File: config.mk
export PLATFORM = sky130hd
export DESIGN_NAME = dpwm_core
export DESIGN_NICKNAME = d
export VERILOG_FILES = /design/src/rtl/dpwm_pkg.sv /design/src/rtl/dpwm_ramp_counter.sv /design/src/rtl/dpwm_core.sv
export SDC_FILE = /design/constraint.sdc
export NUM_CORES = 1
export LEC_CHECK = 0
export ABC_CLOCK_PERIOD_IN_PS = 3530
export BUFFER_PORTS_ARGS = -buffer_cell sky130_fd_sc_hd__buf_2
export CORE_UTILIZATION = 30
export CTS_BUF_LIST = sky130_fd_sc_hd__clkbuf_2
export DETAILED_ROUTE_END_ITERATION = 7
export PLACE_DENSITY = 0.56
export SKIP_CTS_REPAIR_TIMING = 1
export SYNTH_ARGS = -nofsm -noshare
export SYNTH_HDL_FRONTEND = slang
export SYNTH_HIERARCHICAL = 1
export SYNTH_SLANG_ARGS = --single-unit
File: constraint.sdc
create_clock -name hf_clock -period 3.53 [get_ports hf_clock]
set_input_delay 0.353 -clock hf_clock [delete_from_list [all_inputs] [get_ports hf_clock]]
set_output_delay 0.353 -clock hf_clock [all_outputs]
set_load 0.03 [all_outputs]
File: src/rtl/dpwm_pkg.sv
// Shared definitions for the digital PWM core: default resolution, the
// minimum runnable period and the modulator FSM state type.
package dpwm_pkg;

    localparam int unsigned RESOLUTION_DEF = 12;
    localparam int unsigned MIN_PERIOD     = 2;

    typedef enum logic [0:0] {
        ST_IDLE = 1'b0,
        ST_RUN  = 1'b1
    } dpwm_state_e;

endpackage

File: src/rtl/dpwm_ramp_counter.sv
// Ramp counter for the DPWM: counts 0..effective_period-1 while running,
// flags the terminal count and wraps; held at zero whenever not running.
module dpwm_ramp_counter
    import dpwm_pkg::*;
#(
    parameter int unsigned RESOLUTION = RESOLUTION_DEF
) (
    input  logic                  hf_clock,
    input  logic                  reset_n,
    input  logic                  run,
    input  logic [RESOLUTION-1:0] period_active,
    output logic [RESOLUTION-1:0] count,
    output logic                  tc
);

    logic [RESOLUTION-1:0] last_s;
    logic [RESOLUTION-1:0] count_r;

    // Terminal count value; periods below the minimum are stretched up to it.
    always_comb begin
        last_s = period_active - RESOLUTION'(1);
        if (period_active < RESOLUTION'(MIN_PERIOD)) begin
            last_s = RESOLUTION'(MIN_PERIOD - 1);
        end else begin
            last_s = period_active - RESOLUTION'(1);
        end
    end

    assign tc    = (count_r == last_s);
    assign count = count_r;

    // Ramp register: cleared when idle or on the start edge, wraps at TC.
    always_ff @(posedge hf_clock or negedge reset_n) begin
        if (!reset_n) begin
            count_r <= '0;
        end else if (!run) begin
            count_r <= '0;
        end else if (tc) begin
            count_r <= '0;
        end else begin
            count_r <= count_r + RESOLUTION'(1);
        end
    end

endmodule

File: src/rtl/dpwm_core.sv
// Digital PWM modulator: double-buffered period/duty, ramp compare and
// complementary high/low-side outputs for a downstream deadtime stage.
module dpwm_core
    import dpwm_pkg::*;
#(
    parameter int unsigned RESOLUTION = RESOLUTION_DEF
) (
    input  logic                  hf_clock,
    input  logic                  reset_n,
    input  logic                  enable,
    input  logic [RESOLUTION-1:0] period,
    input  logic [RESOLUTION-1:0] duty,
    input  logic                  load,
    output logic                  HPWM,
    output logic                  LPWM,
    output logic [RESOLUTION-1:0] count,
    output logic                  period_start,
    output logic                  load_ack
);

    logic                  rst_meta_r;
    logic                  rst_sync_r;
    dpwm_state_e           state_r;
    dpwm_state_e           state_next_s;
    logic                  start_s;
    logic                  run_s;
    logic                  tc_s;
    logic                  wrap_s;
    logic                  xfer_s;
    logic                  high_s;
    logic [RESOLUTION-1:0] shadow_period_r;
    logic [RESOLUTION-1:0] shadow_duty_r;
    logic [RESOLUTION-1:0] active_period_r;
    logic [RESOLUTION-1:0] active_duty_r;
    logic                  pending_r;
    logic                  hpwm_r;
    logic                  lpwm_r;
    logic                  period_start_r;
    logic                  load_ack_r;

    // Reset release synchroniser; assertion stays asynchronous.
    always_ff @(posedge hf_clock or negedge reset_n) begin
        if (!reset_n) begin
            rst_meta_r <= 1'b0;
            rst_sync_r <= 1'b0;
        end else begin
            rst_meta_r <= 1'b1;
            rst_sync_r <= rst_meta_r;
        end
    end

    // FSM state register.
    always_ff @(posedge hf_clock or negedge reset_n) begin
        if (!reset_n) begin
            state_r <= ST_IDLE;
        end else begin
            state_r <= state_next_s;
        end
    end

    // FSM next state: run only once the reset release has been synchronised.
    always_comb begin
        state_next_s = ST_IDLE;
        case (state_r)
            ST_IDLE: begin
                if (enable && rst_sync_r) begin
                    state_next_s = ST_RUN;
                end else begin
                    state_next_s = ST_IDLE;
                end
            end
            ST_RUN: begin
                if (enable && rst_sync_r) begin
                    state_next_s = ST_RUN;
                end else begin
                    state_next_s = ST_IDLE;
                end
            end
            default: begin
                state_next_s = ST_IDLE;
            end
        endcase
    end

    // A boundary is either the start edge or a wrap; shadows move only there.
    assign start_s = (state_r == ST_IDLE) && (state_next_s == ST_RUN);
    assign run_s   = (state_r == ST_RUN)  && (state_next_s == ST_RUN);
    assign wrap_s  = run_s && tc_s;
    assign xfer_s  = start_s || (wrap_s && pending_r);
    assign high_s  = (count < active_duty_r);

    dpwm_ramp_counter #(
        .RESOLUTION (RESOLUTION)
    ) u_ramp (
        .hf_clock      (hf_clock),
        .reset_n       (reset_n),
        .run           (run_s),
        .period_active (active_period_r),
        .count         (count),
        .tc            (tc_s)
    );

    // Shadow registers and pending flag; a new load wins over a same-edge transfer.
    always_ff @(posedge hf_clock or negedge reset_n) begin
        if (!reset_n) begin
            shadow_period_r <= '1;
            shadow_duty_r   <= '0;
            pending_r       <= 1'b0;
        end else begin
            if (load) begin
                shadow_period_r <= period;
                shadow_duty_r   <= duty;
                pending_r       <= 1'b1;
            end else if (xfer_s) begin
                pending_r       <= 1'b0;
            end else begin
                pending_r       <= pending_r;
            end
        end
    end

    // Active registers: take the pre-load shadow values at a boundary.
    always_ff @(posedge hf_clock or negedge reset_n) begin
        if (!reset_n) begin
            active_period_r <= '1;
            active_duty_r   <= '0;
        end else if (xfer_s) begin
            active_period_r <= shadow_period_r;
            active_duty_r   <= shadow_duty_r;
        end else begin
            active_period_r <= active_period_r;
            active_duty_r   <= active_duty_r;
        end
    end

    // Registered outputs; both PWM legs are low whenever not running.
    always_ff @(posedge hf_clock or negedge reset_n) begin
        if (!reset_n) begin
            hpwm_r         <= 1'b0;
            lpwm_r         <= 1'b0;
            period_start_r <= 1'b0;
            load_ack_r     <= 1'b0;
        end else begin
            if (run_s) begin
                hpwm_r <= high_s;
                lpwm_r <= ~high_s;
            end else begin
                hpwm_r <= 1'b0;
                lpwm_r <= 1'b0;
            end
            period_start_r <= start_s || wrap_s;
            load_ack_r     <= (start_s || wrap_s) && pending_r;
        end
    end

    assign HPWM         = hpwm_r;
    assign LPWM         = lpwm_r;
    assign period_start = period_start_r;
    assign load_ack     = load_ack_r;

endmodule

# Word-level counts from Yosys, hierarchy flattened
# Cells that the tools add are included.
# W data, S select, Z words.
# classes
n_addsub	2
n_lt_le_gt_ge	2
eq_ne	1
mux	8
bitwise	2
n_reduce_logical	9
# ops
operator	n
$mux W12	3
$add A12 B1 Y12 const B	1
$eq A12 B12 Y1	1
$lt A12 B12 Y1	1
$lt A12 B2 Y1 const B	1
$sub A12 B1 Y12 const B	1
$logic_and A1 B1 Y1	6
$mux W1	5
$logic_or A1 B1 Y1	2
$not A1 Y1	2
$reduce_bool A2 Y1	1
# word_totals
register_bits	68
inputBits	28
out_inout_bits	16
elab_cells	37

# Depth between registers and ports, before layout
# depth
ltp_word	8
mapped_depth	13
ltp_nobuf	12

# Modules after synthesis
# Netlist, hierarchy kept.
# by_module_without_submodules
module	n_inst	cells_per_inst	area_each_um2	seq_area_each_um2
dpwm_core	1	170	2364.8	1431.4
dpwm_ramp_counter	1	148	1193.6	300.3

# Worst setup path after synthesis
# OpenSTA, ideal clock, no wires.
# synth_path
kind	register to register
startpoint	reg active_period_r[0]
endpoint	reg active_period_r[10]
setup_ps	82
arrival_time_ps	3024
path_slack_ps	424
stages_incl_launch_ff	13
path_buffers	1
cell_sequence	dfstp_2 inv_1 ha_1 xor2_1 or3_2 a21oi_1 a31oi_1 a2111oi_4 and2_2 nand2_1 a21oi_4 buf_6 mux2_2
# synth_via
elab_chain_cells	6
elab_cells_between_ends	7
# synth_rtl
item	line	text
start: declaration	dpwm_core.sv:33	logic [RESOLUTION-1:0] active_period_r;
start signal: assignment	dpwm_core.sv:128	active_period_r <= shadow_period_r;
start signal: assignment	dpwm_core.sv:131	active_period_r <= active_period_r;
$sub A12 B1 Y12 / $lt A12 B2 Y1 (equally long branches)	dpwm_ramp_counter.sv:25, dpwm_ramp_counter.sv:22	
$mux W12 (*)	dpwm_ramp_counter.sv:22	if (period_active < RESOLUTION'(MIN_PERIOD)) begin
$eq A12 B12 Y1 (*)	dpwm_ramp_counter.sv:29	assign tc = (count_r == last_s);
net tc_s	dpwm_core.sv:27	logic tc_s;
$logic_and A1 B1 Y1 (*)	dpwm_core.sv:88	assign wrap_s = run_s && tc_s;
$logic_and A1 B1 Y1 (*)	dpwm_core.sv:89	assign xfer_s = start_s || (wrap_s && pending_r);
$logic_or A1 B1 Y1 (*)	dpwm_core.sv:89	
# The timed path passes the listed nets; every way through them passes the cells marked *.
# A chain may end at the register's enable or synchronous reset.

# Final worst setup path
# layout_path
startpoint	reg active_period_r[0]
endpoint	reg active_period_r[4]
# The elaborated chain is that of the path after synthesis.

==> impl_metrics.ini <==
[logic_synthesis]
synth_top_area_share_pct = 30.9
synthTopCellsByCount = dfrtp_1 (44), mux2_2 (38), nand2_1 (34), dfstp_2 (24), a21oi_1 (19)
ys_ff_latch = 68
yosysMostFrequentCell = dfrtp_1
synth_nets = 359
synth.area.top_cells = dfrtp_1 (31%), dfstp_2 (18%), mux2_2 (12%)
seq_area_frac_synth_pct = 48.7
synth.distinct_cells = 55
netlist_instances = 318
syn_avg_cell_area_um2 = 11.2
synth_edf_count = 0
ys.flop_type = dfrtp_1
yosysTopAreaCell = dfrtp_1
ys_warn_count = 6
syn_area_um2 = 3560
async_reset_ff_share_pct = 100

[floorplanning]
die_w_um = 111
die_h_um = 111
start_util_pct = 31.0
io_pins = 44
design.core.area_um2 = 11500
rows = 39
die-area_um2 = 12300

[clock_tree]
cts_buffer_depth = 2
clock_latency_ns = 0.53
numCtsBuffers = 9
clk_pin_slew_worst_paths_ns = 0.17
cts_tree = yes
cts_sinks = 68
htree_levels = 3
cts-root-buf = clkbuf_2

[layout]
nNetsFinal = 414
final_layout_size_suffix_gt1_share_pct = 38.6
syn_to_final_growth_pct = 15.6

[setup_path]
crit_path_max_fanout = 11
start_kind = flip-flop
cp.arrival_ns = 3.70
endpoint_kind = flip-flop
cp.required_ns = 3.99
rrSetupSlack_ns = 0.30
worstRegToRegCells = 12
rr_startpoint = active_period_r[0]$_DFFE_PN1P_
critPathKind = flip-flop to flip-flop
cp-startpoint = active_period_r[0]$_DFFE_PN1P_

[drt]
vias_per_cell = 4.81
avgRoutedWirePerCell_um = 13.8
wirelength_um = 7230
drc = 0
firstDrtPassIters = 4
antenna_left = 0
drtIter0Drc = 102
vias = 2509

[timing]
rsz0062_at_grt = no
max_freq_mhz = 309
fin_crit_ns = 3.23
hold_ws_ns = -0.0184
layout_setup_ws_ns = 0.298
finalSetupTns_ns = 0
final.setup_skew_ns = 0.0216
worstMarginPinSlew_ns = 1.04
slew-limit-headroom_pct = 30.9
period_share_pct = 91.6
finalSetupViolCount = 0
hold_viol_final = 23
slew_viol_final = 0

[job]
cap_violations = 0

[placement]
numPortBuffers = 43
post-place-ws_ns = 0.109
hpwl_um = 5360
place.gp.congestion = 0.771

[global_route]
grt_first_pass_wirelength_um = 12100
grt_max_degree = 48
grt_pass1_vias = 2409
grt_usage_pct = 12.6
antenna_found_initial = 1
grt_overflow = 0

[outcome]
violations = negative hold slack
outcome = finished with violations

[worst_hold_path]
hold_path.class = input port to asynchronous set/reset pin

[pwr]
powerDensity_nw_per_um2 = 416
max-vdd-ir-drop_mv = 0.127
p_leak_nw = 1.80
-- cells by family after synthesis --
group / share of synthesized area (%)
adder cells (fa/ha/maj): 4.57
AO/OA/AOI/OAI: 10.6
other: 0.105
multiplexers: 13.2
XOR/XNOR: 4.43
AND/OR/NAND/NOR: 14.3
buffers and inverters: 4.11
flip-flops: 48.7
-- power by group --
part | internal, W | total (W) | switching (W) | leakage [nW]
logic | 0.000186 | 0.000368 | 0.000182 | 0.932
clock network | 0.0000880 | 0.000356 | 0.000268 | 0.0589
registers | 0.000902 | 0.000987 | 0.0000854 | 0.808
-- area by class of cell --
class                           instances  area (µm²)
Antenna cell                            1        2.50
Clock buffer                           10        50.0
Clock inverter                          6        31.3
Fill cell                            1120        7350
Inverter                               18        67.6
Multi-Input combinational cell        217        1680
Sequential cell                        68        1730
Tap cell                              143         179
Timing Repair Buffer                   59         373
-- worst paths after layout --
path	end
setup / recovery	active_period_r[4]$_DFFE_PN1P_
hold / removal	period_start$_DFF_PN0_
setup reg to reg	active_period_r[4]$_DFFE_PN1P_
hold reg to reg	rst_sync_r$_DFF_PN0_
max in group asynchronous	active_period_r[4]$_DFFE_PN1P_
min in group hf_clock	shadow_duty_r[6]$_DFFE_PN0P_
-- per-stage QoR --
stage | utilization, % | cell area [µm²] | total power, W | cells | hold WS, ns
final | 35.9 | 4120 | 0.00171 | 522 | -0.0184
after global routing | 35.9 | 4120 | 0.00183 | 522 | 0.000259
after detailed placement | 34.0 | 3900 | 0.00136 | 493 | 0.347
after CTS | 34.8 | 3990 | 0.00172 | 509 | -0.0279
after global placement | 34.0 | 3900 | 0.00134 | 493 | 0.333
after floorplan | - | 3560 | 0.00125 | 318 | 0.0574
-- layout by cell type, fill, tap and decap left out, types with 4 or more instances in the layout --
| cell type | count |
|---|---|
| dfrtp_1 | 44 |
| buf_2 | 43 |
| mux2_2 | 38 |
| nand2_1 | 34 |
| dfstp_2 | 24 |
| a21oi_1 | 19 |
| inv_1 | 18 |
| nor2_1 | 13 |
| o21ai_0 | 13 |
| ha_1 | 13 |
| xnor2_1 | 11 |
| clkbuf_2 | 10 |
| dlygate4sd3_1 | 10 |
| xor2_1 | 7 |
| nor3_1 | 6 |
| nand3_1 | 6 |
| nand4_1 | 5 |
| buf_4 | 5 |
| clkinv_2 | 4 |
| mux2i_1 | 4 |
-- sequential cells by signal, indices dropped and copies added (netlist names) --
register / cells
state_r: 1
active_period_r: 12
pending_r: 1
shadow_duty_r: 12
u_ramp/count: 12
period_start: 1
active_duty_r: 12
LPWM: 1
rst_sync_r: 1
load_ack: 1
HPWM: 1
shadow_period_r: 12
rst_meta_r: 1
-- routing by layer --
| layer | vias up | global-route usage, % | wire, µm |
|---|---|---|---|
| met1 | 1225 | 16.4 | 3510 |
| met3 | 10 | 4.10 | 284 |
| met2 | 43 | 19.2 | 3320 |
| met5 | - | 0 | 0 |
| met4 | 0 | 5.42 | 118 |
| li1 | 1231 | - | - |
-- critical path, stage by stage, from the launching register on --
cell,delay [ns]
dfstp_2,0.63
inv_1,0.07
ha_1,0.28
xor2_1,0.19
or3_2,0.42
a21oi_1,0.15
a31oi_1,0.08
a2111oi_4,0.35
and2_2,0.20
nand2_1,0.08
a21oi_4,0.23
buf_12,0.17
mux2_2,0.33
No activity file was read; power rests on OpenSTA's default activity.
